[config.mk]
export PLATFORM = sky130hd
export DESIGN_NAME = btn_debounce
export DESIGN_NICKNAME = d
export VERILOG_FILES = /design/src/rtl/btn_debounce.sv
export SDC_FILE = /design/constraint.sdc
export NUM_CORES = 1
export LEC_CHECK = 0
export CAP_MARGIN = 20
export CORE_UTILIZATION = 30
export DETAILED_ROUTE_END_ITERATION = 16
export MAX_ROUTING_LAYER = met4
export PLACE_DENSITY = 0.45
export SLEW_MARGIN = 0
export SYNTH_ARGS = -nofsm -noshare
export SYNTH_HDL_FRONTEND = slang
export SYNTH_SLANG_ARGS = --single-unit
[constraint.sdc]
create_clock -name i_clk -period 2.76 [get_ports i_clk]
set_input_delay 0.276 -clock i_clk [delete_from_list [all_inputs] [get_ports i_clk]]
set_output_delay 0.276 -clock i_clk [all_outputs]
set_load 0.05 [all_outputs]
[src/rtl/btn_debounce.sv]
// Push-button conditioner: 2-flop synchronizer, per-channel counter debounce
// FSM, registered debounced level and a single-cycle press pulse.
//
// Ports:
//   i_clk        system clock, rising edge
//   i_rst        asynchronous active-high reset
//   i_btn        raw asynchronous buttons, 1 = pressed
//   o_btn_level  debounced level per channel
//   o_btn_pulse  one-cycle pulse per accepted press (never on release)
module btn_debounce #(
    parameter int NB_BTN          = 4,
    parameter int NB_CNT          = 20,
    parameter int DEBOUNCE_CYCLES = 1000000
) (
    input  logic              i_clk,
    input  logic              i_rst,
    input  logic [NB_BTN-1:0] i_btn,
    output logic [NB_BTN-1:0] o_btn_level,
    output logic [NB_BTN-1:0] o_btn_pulse
);

    localparam logic [1:0] IDLE_LOW  = 2'd0;
    localparam logic [1:0] WAIT_HIGH = 2'd1;
    localparam logic [1:0] IDLE_HIGH = 2'd2;
    localparam logic [1:0] WAIT_LOW  = 2'd3;

    // Last count value before a change is accepted; the counter is
    // cleared on acceptance so it never has to hold DEBOUNCE_CYCLES.
    localparam logic [NB_CNT-1:0] CNT_LAST = NB_CNT'(DEBOUNCE_CYCLES - 1);
    localparam logic [NB_CNT-1:0] CNT_ONE  = NB_CNT'(1);

    logic [NB_BTN-1:0] sync1_q;
    logic [NB_BTN-1:0] sync2_q;

    always_ff @(posedge i_clk or posedge i_rst) begin
        if (i_rst) begin
            sync1_q <= '0;
            sync2_q <= '0;
        end else begin
            sync1_q <= i_btn;
            sync2_q <= sync1_q;
        end
    end

    genvar g;
    for (g = 0; g < NB_BTN; g++) begin : g_ch
        logic              s;
        logic [1:0]        state_q;
        logic [1:0]        state_d;
        logic [NB_CNT-1:0] cnt_q;
        logic [NB_CNT-1:0] cnt_d;
        logic              level_q;
        logic              level_d;
        logic              pulse_q;
        logic              pulse_d;

        assign s = sync2_q[g];

        always_comb begin
            state_d = state_q;
            cnt_d   = cnt_q;
            level_d = level_q;
            pulse_d = 1'b0;
            case (state_q)
                IDLE_LOW: begin
                    if (s) begin
                        state_d = WAIT_HIGH;
                        cnt_d   = '0;
                    end
                end
                WAIT_HIGH: begin
                    if (!s) begin
                        // bounce back low: restart from scratch
                        state_d = IDLE_LOW;
                        cnt_d   = '0;
                    end else if (cnt_q == CNT_LAST) begin
                        state_d = IDLE_HIGH;
                        cnt_d   = '0;
                        level_d = 1'b1;
                        pulse_d = 1'b1;
                    end else begin
                        cnt_d = cnt_q + CNT_ONE;
                    end
                end
                IDLE_HIGH: begin
                    if (!s) begin
                        state_d = WAIT_LOW;
                        cnt_d   = '0;
                    end
                end
                WAIT_LOW: begin
                    if (s) begin
                        state_d = IDLE_HIGH;
                        cnt_d   = '0;
                    end else if (cnt_q == CNT_LAST) begin
                        // release accepted; no pulse on release
                        state_d = IDLE_LOW;
                        cnt_d   = '0;
                        level_d = 1'b0;
                    end else begin
                        cnt_d = cnt_q + CNT_ONE;
                    end
                end
                default: begin
                    state_d = IDLE_LOW;
                    cnt_d   = '0;
                    level_d = 1'b0;
                end
            endcase
        end

        always_ff @(posedge i_clk or posedge i_rst) begin
            if (i_rst) begin
                state_q <= IDLE_LOW;
                cnt_q   <= '0;
                level_q <= 1'b0;
                pulse_q <= 1'b0;
            end else begin
                state_q <= state_d;
                cnt_q   <= cnt_d;
                level_q <= level_d;
                pulse_q <= pulse_d;
            end
        end

        assign o_btn_level[g] = level_q;
        assign o_btn_pulse[g] = pulse_q;
    end

endmodule

; Yosys cells after proc, flatten, opt, wreduce, memory -nomap -nowiden
; Cells that the tools add are included.
; Widths: inputs -> output; s select.
[totals]
reg_bits = 104
input_bits = 6
out_inout_bits = 8
elab_cells = 174
[op_classes]
n_addsub = 4
eq_ne = 48
muxes = 84
reduce_logical = 20
[op_table]
columns = op, count
row1 = $mux 20, 20
row2 = $pmux 20 s4, 4
row3 = $add 20x1->20 const B, 4
row4 = $eq 20x20->1 const B, 4
row5 = $mux 2, 24
row6 = $ne 2x2->1 const B, 24
row7 = $pmux 2 s4, 4
row8 = $mux 1, 28
row9 = $ne 3x3->1 const B, 8
row10 = $reduce_and 5->1, 4
row11 = $eq 2x2->1 const B, 8
row12 = $reduce_and 4->1, 4
row13 = $eq 2x1->1 const B, 4
row14 = $logic_not 2->1, 4
row15 = $pmux 1 s2, 4
row16 = $reduce_and 2->1, 4
row17 = $reduce_bool 2->1, 4

; Longest topological paths before layout
; Gate-level depths: netlist of run 1.
[depth]
word_depth = 4
depth_mapped = 9
ltp_nobuf = 6

; Least setup slack after synthesis of run 1
; OpenSTA, ideal clock, no wires.
[synth_timing]
kind = register to register
from = register g_ch[0].cnt_q[11]
to = register g_ch[0].cnt_q[12]
setup_ns = 0.126
t_arrival_ns = 2.150
t_required_ns = 2.634
slack_ns = 0.484
stages_incl_launch_ff = 7
path_buffers = 2
synth_period_minus_slack_ns = 2.276
cell_sequence = dfrtp_1 -> or4_1 -> or3_4 -> o311a_1 -> buf_6 -> buf_8 -> a221o_1
[synth_via]
elab_chain_cells = 4
word_cells_on_any_way = 6
classes_between = add/sub: 1 / eq/ne: 1 / mux: 4
[synth_lines]
columns = item, line_no
row1 = start: declaration, 50  ; logic [NB_CNT-1:0] cnt_q;
row2 = start signal: assignment, 120  ; cnt_q <= cnt_d;
row3 = $add 20x1->20 or $eq 20x20->1 (tied branches), -
row4 = $mux 20 *, "76, 95"
row5 = "$mux 20, on equally long branches", "92, 72"
row6 = $pmux 20 s4 *, 64  ; case (state_q)
; Every way passes the cells marked *; elsewhere a longest branch is shown, timed or not.
; A chain may end at the register's enable or synchronous reset.

; Worst setup path in the final report of run 1
; Same ends and word-level chain as after synthesis.

==> results.py, run 1 <==
metrics = {
    "status": {
        "status": "completed",
    },
    "clock_network": {
        "cts.sinks": 104,
        "post_cts_buffers": 0,
        "clkSlewWorstSetupHoldPaths_ps": 70,
        "cts_hold_buffers": 0,
        "htreeDepth": 3,
        "insertion_delay_ps": 350,
        "cts-root-buf": "clkbuf_16",
        "numCtsBuffers": 9,
        "cts_buffer_depth": 2,
        "cts-resized-gates": 0,
        "cts_tree": "built",
    },
    "setup_path": {
        "crit_type": "register to register",
        "startpoint_type": "register",
        "path_delay_family": "simple AND/OR/NAND/NOR gates",
        "slowest_stage": "or4_1",
        "cp-startpoint": "g_ch[0].cnt_q[11]$_DFFE_PP0P_",
        "crit_buf_inv": 1,
        "max_stage_delay_ps": 510,
        "crit_chain": "or4_1 -> or3_4 -> o311a_1 -> buf_4 -> and3_1 -> a221o_1",
        "crit_required_ps": 2990,
        "r2r_start": "g_ch[0].cnt_q[11]$_DFFE_PP0P_",
        "crit_arrival_ps": 2650,
        "endpoint_kind": "register",
        "crit_fanout": 12,
    },
    "place": {
        "placedCellCount": 814,
        "hpwl_um": 8100,
        "gp_congestion": 0.766,
        "io_buffers": 13,
    },
    "route": {
        "ant_nets": 0,
        "drt_iter0_drc": 268,
        "avgViaCountPerCell": 5.34,
        "postRouteWirelength_um": 11900,
        "num_vias": 4420,
        "drcViolationCount": 0,
        "dr.pass1.iters": 4,
        "wl_per_cell_um": 14.4,
    },
    "global_routing": {
        "grtUsageTotal_pct": 14.6,
        "top_usage_layer": "met2",
        "use_met2_pct": 22.6,
        "antenna_found_initial": 0,
        "grt_pass1_vias": 4233,
        "grt_pass1_wl_um": 20800,
        "grt_max_degree": 45,
        "met1_usage_pct": 18.7,
        "grt_util_met3_pct": 3.09,
        "grt-ovfl-total": 0,
    },
    "synth": {
        "synth_fp_nets": 600,
        "synth_edf_count": 0,
        "ys_seq_area_share_pct": 48.2,
        "synth_area_um2": 5400,
        "synth.distinct_cells": 51,
        "synth_area_leaders": "dfrtp_1 (48%), a31oi_1 (5.7%), nand2_1 (4.5%), nand3_1 (4.3%), a21oi_1 (3.8%)",
        "syn_area_per_cell_um2": 9.15,
        "async_flop_share_pct": 100,
        "yosysWarnings": 0,
        "yosys.area.top_type": "dfrtp_1",
        "synth_top_area_share_pct": 48.2,
        "synth-seq-cells": 104,
        "synth.most_common_cell": "dfrtp_1",
        "synth_ff_type": "dfrtp_1",
        "synth_common_cells": "dfrtp_1 (104), nand2_1 (65), a31oi_1 (49)",
        "synthCells": 590,
    },
    "timing": {
        "fmaxAchievable_ghz": 0.413,
        "setup_viol": 0,
        "holdWs_ps": 319,
        "max-slew-margin-rel_pct": 48.8,
        "rsz0062_at_grt": "false",
        "finalSetupTns_ps": 0,
        "clock_skew_ps": 4.98,
        "final_max_slew_viol_count": 0,
        "tightestPinTransition_ps": 765,
        "timing.final.crit_share_pct": 87.7,
        "timing_hold_violations_final": 0,
        "period_needed_ps": 2420,
    },
    "finish": {
        "nNetsFinal": 610,
        "antenna_cells": 0,
        "synthToLayoutAreaGrowth_pct": 12.4,
        "drive_gt1_share_pct": 8.14,
        "final_cells": 827,
    },
    "floorplanning": {
        "fp.dieW_um": 136,
        "fp-row-count": 48,
        "io_pins": 14,
        "dieArea_um2": 18500,
        "start_util_pct": 31.0,
        "fp.dieH_um": 136,
        "coreArea_um2": 17400,
    },
    "power": {
        "max-vdd-ir-drop_mv": 0.327,
        "powerDensity_nw_per_um2": 482,
        "power_leakage_nw": 2.53,
    },
    "job": {
        "maxCapViolCount": 0,
    },
    "worst_hold_path": {
        "worst_hold_path_type": "input port to async pin",
    },
}
flip-flops by register name, summed over array words and instances (netlist names), named ones only:
| signal | cells |
|---|---|
| sync2_q | 4 |
| g_ch.state_q | 4 |
| g_ch.pulse_q | 4 |
| sync1_q | 4 |
| g_ch.level_q | 4 |
| g_ch.cnt_q | 80 |
cells by family (layout without fill, tap and decap cells):
group,Yosys count,after routing,share of synthesized area (%)
xor gates and xnor gates,14,14,2.27
buffers and inverters,54,66,4.68
AOI/OAI and AO/OA,167,167,19.6
adders and majority gates,4,4,0.927
muxes,6,6,1.16
DFF,104,104,48.2
and+or+nand+nor,241,241,23.1
final timing paths:
| path | end | slack (ps) | depth (start not counted) |
|---|---|---|---|
| setup / recovery | g_ch[0].cnt_q[12]$_DFFE_PP0P_ | 340 | 6 |
| hold / removal | g_ch[2].pulse_q$_DFF_PP0_ | 320 | 2 |
| setup reg to reg | g_ch[0].cnt_q[12]$_DFFE_PP0P_ | 340 | 6 |
| hold reg to reg | sync2_q[2]$_DFF_PP0_ | 350 | 0 |
| max in group asynchronous | g_ch[0].cnt_q[2]$_DFFE_PP0P_ | 1850 | 3 |
| min in group i_clk | sync2_q[2]$_DFF_PP0_ | 350 | 0 |
through the flow:
stage	cell area, µm²	total power, mW	worst slack [ps]	utilization (%)
6_report	6060	2.92	340	34.8
3_5_place_dp	5820	1.81	365	33.4
5_1_grt	6060	3.06	277	34.8
4_1_cts	6060	2.99	347	34.8
3_3_place_gp	5820	1.81	403	33.4
2_1_floorplan	5400	1.74	484	-
where the power goes:
group          internal, mW  total [mW]  switching [mW]
registers              1.56        1.60          0.0404
logic                0.0643       0.179           0.115
clock network         0.595        1.15           0.553
total                  2.21        2.92           0.709
routing by layer:
| metal | vias up | wire length (µm) |
|---|---|---|
| li1 | 2199 | - |
| met1 | 2147 | 5940 |
| met4 | 0 | 133 |
| met5 | - | 0 |
| met3 | 8 | 352 |
| met2 | 66 | 5470 |
cell type report:
class | count | area (µm²)
clock buffer | 11 | 233
clock inverter | 2 | 10.0
fill | 1787 | 11400
inverter | 22 | 86.3
multi-input combinational | 432 | 2550
sequential | 104 | 2600
tap | 225 | 282
timing repair buffer | 31 | 303
cells in the final DEF (no fill, tap or decap), types with 8 or more instances in the layout:
cell	synthesis	layout
dfrtp_1	104	104
nand2_1	65	65
a31oi_1	49	49
nand3_1	46	46
a21oi_1	41	39
o21ai_0	33	33
nor2_1	31	31
inv_1	22	21
nor3_1	15	15
buf_4	8	15
nor4_1	13	13
a22o_1	13	13
and3_1	13	13
clkdlybuf4s50_1	0	13
nand4_1	11	11
a21o_1	9	9
clkbuf_16	0	9
nand2b_1	8	8
or2_2	8	8
xnor2_1	8	8
No activity file was read; power rests on OpenSTA's default activity.
==> inputs of run 2 (changes only) <==
Settings changed: SLEW_MARGIN 0 to 20.
==> results of run 2 <==
No change in the layout: final DEF, timing and power equal those of run 1.
